$ cat src/rtl/pe_input_commutator.sv
// Ping-pong reorder buffer feeding the radix-2x2 PE: serial samples in, quadruples k, k+N/4, k+N/2, k+3N/4 out.
// Define COMMUTATOR_BITREV_EN to bit-reverse the write index (natural-order input for a DIT stage).
module pe_input_commutator #(
    parameter int WIDTH = 16,
    parameter int LOG2N = 6
) (
    input  logic                    Clk,
    input  logic                    Reset_n,
    input  logic signed [WIDTH-1:0] in_data,
    input  logic                    in_valid,
    output logic                    in_ready,
    input  logic                    out_ready,
    output logic signed [WIDTH-1:0] out0,
    output logic signed [WIDTH-1:0] out1,
    output logic signed [WIDTH-1:0] out2,
    output logic signed [WIDTH-1:0] out3,
    output logic                    out_valid,
    output logic                    frame_start,
    output logic [LOG2N-3:0]        tf_addr,
    input  logic [2*WIDTH-1:0]      tf_data,
    output logic [2*WIDTH-1:0]      tf,
    output logic                    bypass_n
);
    localparam int AW = LOG2N - 2;
    localparam int Q  = 1 << AW;
    localparam logic [LOG2N-1:0] W_LAST = '1;
    localparam logic [AW-1:0]    K_LAST = '1;

    logic signed [WIDTH-1:0] mem_q [2][4][Q];

    logic [LOG2N-1:0] wcnt_q, wcnt_d;
    logic             wbank_q, wbank_d;
    logic             rbank_q, rbank_d;
    logic [AW-1:0]    k_q, k_d;
    logic [1:0]       full_q, full_d;

    logic                    vld_p0_q, first_p0_q;
    logic signed [WIDTH-1:0] data_p0_q [4];
    logic [AW-1:0]           tf_addr_q;

    logic                    vld_p1_q, frame_start_q, bypass_n_q;
    logic signed [WIDTH-1:0] out_q [4];
    logic [2*WIDTH-1:0]      tf_q;

    logic             wr_fire, adv, rd_issue;
    logic [LOG2N-1:0] widx;
    logic [1:0]       wsub;
    logic [AW-1:0]    waddr;

`ifdef COMMUTATOR_BITREV_EN
    function automatic logic [LOG2N-1:0] bitrev(input logic [LOG2N-1:0] v);
        logic [LOG2N-1:0] r;
        for (int i = 0; i < LOG2N; i++) r[i] = v[LOG2N-1-i];
        return r;
    endfunction
    assign widx = bitrev(wcnt_q);
`else
    assign widx = wcnt_q;
`endif
    assign wsub  = widx[LOG2N-1 -: 2];
    assign waddr = widx[AW-1:0];

    assign in_ready = ~full_q[wbank_q];
    assign wr_fire  = in_valid & in_ready;
    // The whole read pipeline advances together; it only freezes on a presented, unaccepted quadruple.
    assign adv      = ~vld_p1_q | out_ready;
    assign rd_issue = adv & full_q[rbank_q];

    always_comb begin
        wcnt_d  = wcnt_q;
        wbank_d = wbank_q;
        rbank_d = rbank_q;
        k_d     = k_q;
        full_d  = full_q;
        if (wr_fire) begin
            wcnt_d = wcnt_q + 1'b1;
            if (wcnt_q == W_LAST) begin
                full_d[wbank_q] = 1'b1;
                wbank_d         = ~wbank_q;
            end
        end
        if (rd_issue) begin
            k_d = k_q + 1'b1;
            if (k_q == K_LAST) begin
                full_d[rbank_q] = 1'b0;
                rbank_d         = ~rbank_q;
            end
        end
    end

    always_ff @(posedge Clk) begin
        if (wr_fire) mem_q[wbank_q][wsub][waddr] <= in_data;
    end

    // RD stage: the bank is read here so its full flag can clear without risk of overwrite during a stall
    always_ff @(posedge Clk) begin
        if (rd_issue) begin
            for (int i = 0; i < 4; i++) data_p0_q[i] <= mem_q[rbank_q][i][k_q];
        end
    end

    always_ff @(posedge Clk or negedge Reset_n) begin
        if (!Reset_n) begin
            wcnt_q        <= '0;
            wbank_q       <= 1'b0;
            rbank_q       <= 1'b0;
            k_q           <= '0;
            full_q        <= '0;
            vld_p0_q      <= 1'b0;
            first_p0_q    <= 1'b0;
            tf_addr_q     <= '0;
            vld_p1_q      <= 1'b0;
            frame_start_q <= 1'b0;
            bypass_n_q    <= 1'b0;
            tf_q          <= '0;
            for (int i = 0; i < 4; i++) out_q[i] <= '0;
        end else begin
            wcnt_q  <= wcnt_d;
            wbank_q <= wbank_d;
            rbank_q <= rbank_d;
            k_q     <= k_d;
            full_q  <= full_d;
            if (adv) begin
                vld_p0_q <= rd_issue;
                if (rd_issue) begin
                    first_p0_q <= (k_q == '0);
                    tf_addr_q  <= k_q;
                end
                // OUT stage: tf_data is the ROM word for tf_addr_q, i.e. the k held in the RD stage
                vld_p1_q      <= vld_p0_q;
                frame_start_q <= vld_p0_q & first_p0_q;
                if (vld_p0_q) begin
                    for (int i = 0; i < 4; i++) out_q[i] <= data_p0_q[i];
                    tf_q       <= tf_data;
                    bypass_n_q <= ~first_p0_q;
                end
            end
        end
    end

    assign out0        = out_q[0];
    assign out1        = out_q[1];
    assign out2        = out_q[2];
    assign out3        = out_q[3];
    assign out_valid   = vld_p1_q;
    assign frame_start = frame_start_q;
    assign tf_addr     = tf_addr_q;
    assign tf          = tf_q;
    assign bypass_n    = bypass_n_q;

endmodule

$ cat config.mk
export PLATFORM = sky130hd
export DESIGN_NAME = pe_input_commutator
export DESIGN_NICKNAME = d
export VERILOG_FILES = /design/src/rtl/pe_input_commutator.sv
export SDC_FILE = /design/constraint.sdc
export NUM_CORES = 2
export LEC_CHECK = 0
export CAP_MARGIN = 5
export CORE_MARGIN = 2
export CORE_UTILIZATION = 30
export CTS_CLUSTER_SIZE = 14
export DETAILED_ROUTE_END_ITERATION = 10
export GPL_ROUTABILITY_DRIVEN = 0
export PLACE_DENSITY = 0.53
export REMOVE_ABC_BUFFERS = 1
export SETUP_SLACK_MARGIN = 0.1
export SLEW_MARGIN = 40
export SYNTH_ARGS = -nofsm -noshare
export SYNTH_HDL_FRONTEND = slang
export SYNTH_SLANG_ARGS = --single-unit
$ cat constraint.sdc
create_clock -name Clk -period 2.85 [get_ports Clk]
set_input_delay 0.57 -clock Clk [delete_from_list [all_inputs] [get_ports Clk]]
set_output_delay 0.57 -clock Clk [all_outputs]
set_load 0.01 [all_outputs]
After elaboration in Yosys (flattened, before gate mapping). Memory sizes are Yosys's and may differ from the RTL's. A register that Yosys moved wholly into a read port is not among the register bits. Cells that the tools add are included.

Add/sub/neg operators: 2. $mul: 0. Div/mod/pow operators: 0. Magnitude comparators: 9. Equal/unequal tests: 2. Shifts and indexed selects: 0. Multiplexer cells: 32. Bitwise gates (word level): 15. Reductions and logical operators: 13.

Operators by type and width (number): $mux 1024 (1); $demux 256 s2 (1); $bmux 16 s4 (4); $mux 256 (1); $mux 16 (9); $demux 16 s4 (1); $ge 5x5->1 const B (2); $not 4->5 (2); $mux 1 (9); $mux 2 (4); $reduce_and 2->1 (4); $add 6x1->6 const B (1); $eq 6x6->1 const B (1); $lt 5x1->1 const B (1); $not 1->1 (5); $add 4x1->4 const B (1); $eq 4x4->1 const B (1); $logic_and 1x1->1 (4); $logic_not 1->1 (4); $logic_not 4->1 (1); $lt 1x2->1 const B (2); $and 1x1->1 (3); $ge 3x3->1 const B (1); $lt 3x1->1 const B (1); 7 further kinds (9).

Flip-flop bits (word level): 55. Bits in latches: 0. Bits in writable memories: 2112. Bits in read-only memories: 0. Input port bits: 52. Output and inout bits: 104. Logic and storage cells: 87. Memories: 2.

Memory list: mem_q (depth 2, bits a word 1024, read ports 1, clocked after memory_dff 0, wr ports 1, line 29) `logic signed [WIDTH-1:0] mem_q [2][4][Q];`; data_p0_q (depth 4, bits a word 16, read ports 4, clocked after memory_dff 4, wr ports 4, line 38) `logic signed [WIDTH-1:0] data_p0_q [4];`.

Depth between registers and ports, before layout.
Depth in word-level cells: 10. Depth in mapped cells: 9. Mapped depth without buffers: 5.

Worst setup path before layout. OpenSTA, ideal clock, no wires.

Path type: register -> register. Start point: reg wbank_q. End point: mem mem_q[1][48] (netlist name), enable pin. Library setup time: 0.388 ns. Arrival time: 2.206 ns. Data required time: 2.462 ns. Path slack: 0.256 ns. Stages on the path, launching flop included: 8. Buffers on the path: 3. Clock period less this slack: 2.594 ns. Cell sequence: dfrtp_1 buf_2 mux2i_1 and2_1 buf_4 buf_6 nand3_2 nor2_1.

Word-level cells in the longest chain between the ends: 6.

Ends and longest elaborated chain: from (decl) (line 32) `logic wbank_q, wbank_d;`; from (signal assigned) (line 119) `wbank_q <= wbank_d;`; $mux 1 (implied by the code) (2 in a row) (line 63) `assign in_ready = ~full_q[wbank_q];`; $not 1->1 (line 63); net in_ready (line 11) `output logic in_ready,`; $and 1x1->1 (line 64) `assign wr_fire = in_valid & in_ready;`; $mux 1 (line 92) `if (wr_fire) mem_q[wbank_q][wsub][waddr] <= in_data;`; $mux 1024 (implied by the code) (line 92); to (decl) (line 29).

The timed path passes the listed nets, and every way through them passes these cells. The select of a mux whose other input is x is not followed.

==> impl_metrics.py <==
metrics = {
    "drt": {
        "drt_pass1_iterations": 5,
        "vias": 43059,
        "wl_per_cell_um": 26.8,
        "drt_iter0_drc": 4110,
        "drt-total-wl_mm": 232,
        "ant_nets": 0,
        "drc": 0,
        "drt-vias-per-instance": 4.97,
    },
    "critical_path": {
        "cp-endpoint": "data_p0_q[0][7]",
        "cp_max_fo": 32,
        "endpoint_kind": "flip-flop",
        "cp_common_cell": "buf_12",
        "crit_start": "k_q[0]",
        "crit_type": "flip-flop to flip-flop",
        "timing.rr.end": "data_p0_q[0][7]",
        "rrSetupSlack_ns": 0.22,
        "r2r-start": "k_q[0]",
        "r2r_cells": 7,
        "cp-start-kind": "flip-flop",
        "cp_cell_sequence": "buf_12, buf_12, buf_12, buf_4, mux4_2, a22oi_1, nand4_1",
        "cp_slowest_stage_delay_ns": 0.59,
        "required_ns": 3.45,
        "cp.arrival_ns": 3.23,
        "cp_slowest_cell": "dfrtp_4",
    },
    "placed_design": {
        "place_inst": 8249,
        "placed_cell_area_um2": 95600,
        "dp_hpwl_mm": 144,
        "io_buffer_count": 155,
    },
    "final_layout": {
        "final_common_cell": "edfxtp_1",
        "area_growth_pct": 20.9,
        "fin_area_um2": 103000,
        "drive_gt1_share_pct": 24.7,
        "final_cell_count_no_fill": 8672,
        "nFillCells": 25835,
        "most-common-layout-cells": "2,112 x edfxtp_1, 462 x mux2i_1, 277 x mux4_2, 251 x a22oi_1, 228 x clkbuf_16",
        "layout.nets": 4800,
    },
    "pwr": {
        "swShare_pct": 26.0,
        "p_leak_nw": 31.8,
        "p_clk_share_pct": 36.2,
        "max-vdd-ir-drop_mv": 0.584,
        "p_int_w": 0.0600,
        "power_density_nw_per_um2": 787,
        "p_switching_w": 0.0211,
        "comb_power_share_pct": 17.1,
        "p_seq_share_pct": 46.7,
    },
    "floorplan": {
        "die_h_um": 537,
        "fp.coreArea_um2": 282000,
        "fp.dieW_um": 537,
        "dieArea_um2": 288000,
        "initial_core_util_pct": 30.1,
        "row_count": 195,
        "io_pins": 156,
    },
    "synth": {
        "synth.area.top_cells": "edfxtp_1 75%, mux4_2 7.3%, mux2i_1 5.4%",
        "seq_area_frac_synth_pct": 78.0,
        "synthFlopType": "edfxtp_1",
        "synth_top_area_share_pct": 74.5,
        "syn_avg_cell_area_um2": 20.3,
        "synth_edf_count": 2112,
        "ys_ff_latch": 2231,
        "yosysWarningCount": 0,
        "async_flop_share_pct": 5.33,
        "synth_area_um2": 85100,
        "synthCells": 4190,
        "synth.largest_area_cell": "edfxtp_1",
        "ys_types": 45,
    },
    "global_routing": {
        "antenna_found_initial": 16,
        "first_global_vias": 43366,
        "grt_first_pass_wirelength_mm": 329,
        "overflow": 0,
        "grt_max_degree": 129,
        "track_usage_pct": 15.9,
    },
    "clock_network": {
        "clockBufferDepth": 4,
        "cts_tree": "yes",
        "cts_made_buffers": 228,
        "cts.sinks": 2231,
        "cts_root_buf": "clkbuf_16",
        "clk_pin_slew_ns": 0.06,
        "clock_latency_ns": 0.89,
        "htree_levels": 4,
    },
    "timing": {
        "worstMarginPinSlew_ns": 0.860,
        "rsz0062_at_grt": "no",
        "finalSetupViolCount": 0,
        "finalMaxSlewViolations": 0,
        "skew_ns": 0.0487,
        "slew_headroom_pct": 42.7,
        "finalCriticalPeriod_ns": 2.63,
        "tns_ns": 0,
        "whs_ns": 0.133,
        "period_share_pct": 92.2,
        "fmax_mhz": 381,
        "finalHoldViolCount": 0,
    },
    "worst_hold_path": {
        "hp-class": "primary input to flip-flop",
        "holdPathStages": 1,
    },
    "status": {
        "status": "completed",
    },
    "run": {
        "cap_violations": 0,
    },
}
==> cell usage after synthesis, types with 18 or more instances <==
library cell / instances
edfxtp_1: 2112
mux2i_1: 462
mux4_2: 277
a22oi_1: 252
nor2_1: 140
dfrtp_1: 119
nand3_1: 113
nand2_1: 91
mux2_2: 89
buf_2: 80
a21oi_1: 71
buf_4: 59
clkbuf_1: 57
nand4_1: 52
buf_6: 32
o22ai_1: 28
a211oi_1: 25
mux2_1: 18
==> area by class of cell <==
type                            count  area (um^2)  share of cell area [%]
Antenna cell                        6         15.0                  0.0146
Clock buffer                      275         5890                    5.73
Clock inverter                    136         1310                    1.27
Inverter                            5         18.8                  0.0182
Multi-Input combinational cell   1714        17500                    17.0
Sequential cell                  2231        66400                    64.5
Tap cell                         3743         4680                    4.55
Timing Repair Buffer              562         7120                    6.92
==> routing by layer <==
layer / vias to the layer above / share of wire [%] / routed length [um] / GRT usage, %
li1: 18342 / - / - / -
met1: 23081 / 45 / 105000 / 22.9
met2: 1366 / 47 / 110000 / 25.4
met3: 270 / 5.9 / 13600 / 2.43
met4: 0 / 1.8 / 4140 / 3.35
met5: - / 0 / 0 / 0
==> registers in the layout, indices dropped and copies added (netlist names), 2 cells and up <==
name	flops
data_p0_q	64
full_q	2
k_q	4
mem_q	2048
out0	16
out1	16
out2	16
out3	16
tf	32
tf_addr	4
wcnt_q	6
==> worst max-delay path, delay by kind of cell, from the launching register on <==
kind,cells,cell delay (ns)
flops,1,0.59
buf+inv,4,0.97
mux,1,0.30
simple gates,1,0.13
compound gates,1,0.31
==> cell families (layout without fill, tap and decap cells) <==
group	count (synthesis)	in the layout	synth area share, %
flip-flops	2231	2231	78.0
multiplexers	846	846	14.2
AND/OR/NAND/NOR	445	445	2.45
AO/OA/AOI/OAI	407	407	3.36
buffers and inverters	245	978	1.78
XOR/XNOR	10	10	0.103
adder cells (fa/ha/maj)	6	6	0.0882
other	0	6	0
==> metrics by stage <==
step	setup slack (ns)	total power [W]	util [%]
floorplan	-23.19	0.0424	-
global placement	-0.0347	0.0525	33.9
detailed placement	-0.0275	0.0526	33.9
CTS	0.125	0.0819	36.4
global route	0.103	0.0839	36.5
finish	0.222	0.0810	36.5
==> worst min-delay path by stage <==
stage               slack, ns       startpoint             to
CTS                      0.07       in_data[6]  mem_q[0][486]
global placement         0.45  data_p0_q[2][4]        out2[4]
floorplan                0.27          Reset_n       bypass_n
finish                   0.13       in_data[6]  mem_q[0][486]
detailed placement       0.46  data_p0_q[2][3]        out2[3]
global route             0.10       in_data[6]  mem_q[0][486]
==> what timing repair did <==
item                                   CTS  global route
buffers inserted                         1             4
gates resized for setup                  6             0
endpoints found under the hold margin   26             0
hold buffers                             1             0
setup endpoints to repair                5             3
==> power groups by stage <==
stage / Sequential, W / Clock (W) / Combinational, W
after floorplan: 0.0386 / 0 / 0.00378
after global placement: 0.0385 / 0 / 0.0139
after detailed placement: 0.0385 / 0 / 0.0140
after CTS: 0.0379 / 0.0300 / 0.0141
after global routing: 0.0379 / 0.0313 / 0.0147
final: 0.0378 / 0.0293 / 0.0139
Power figures use the tool's default switching activity.
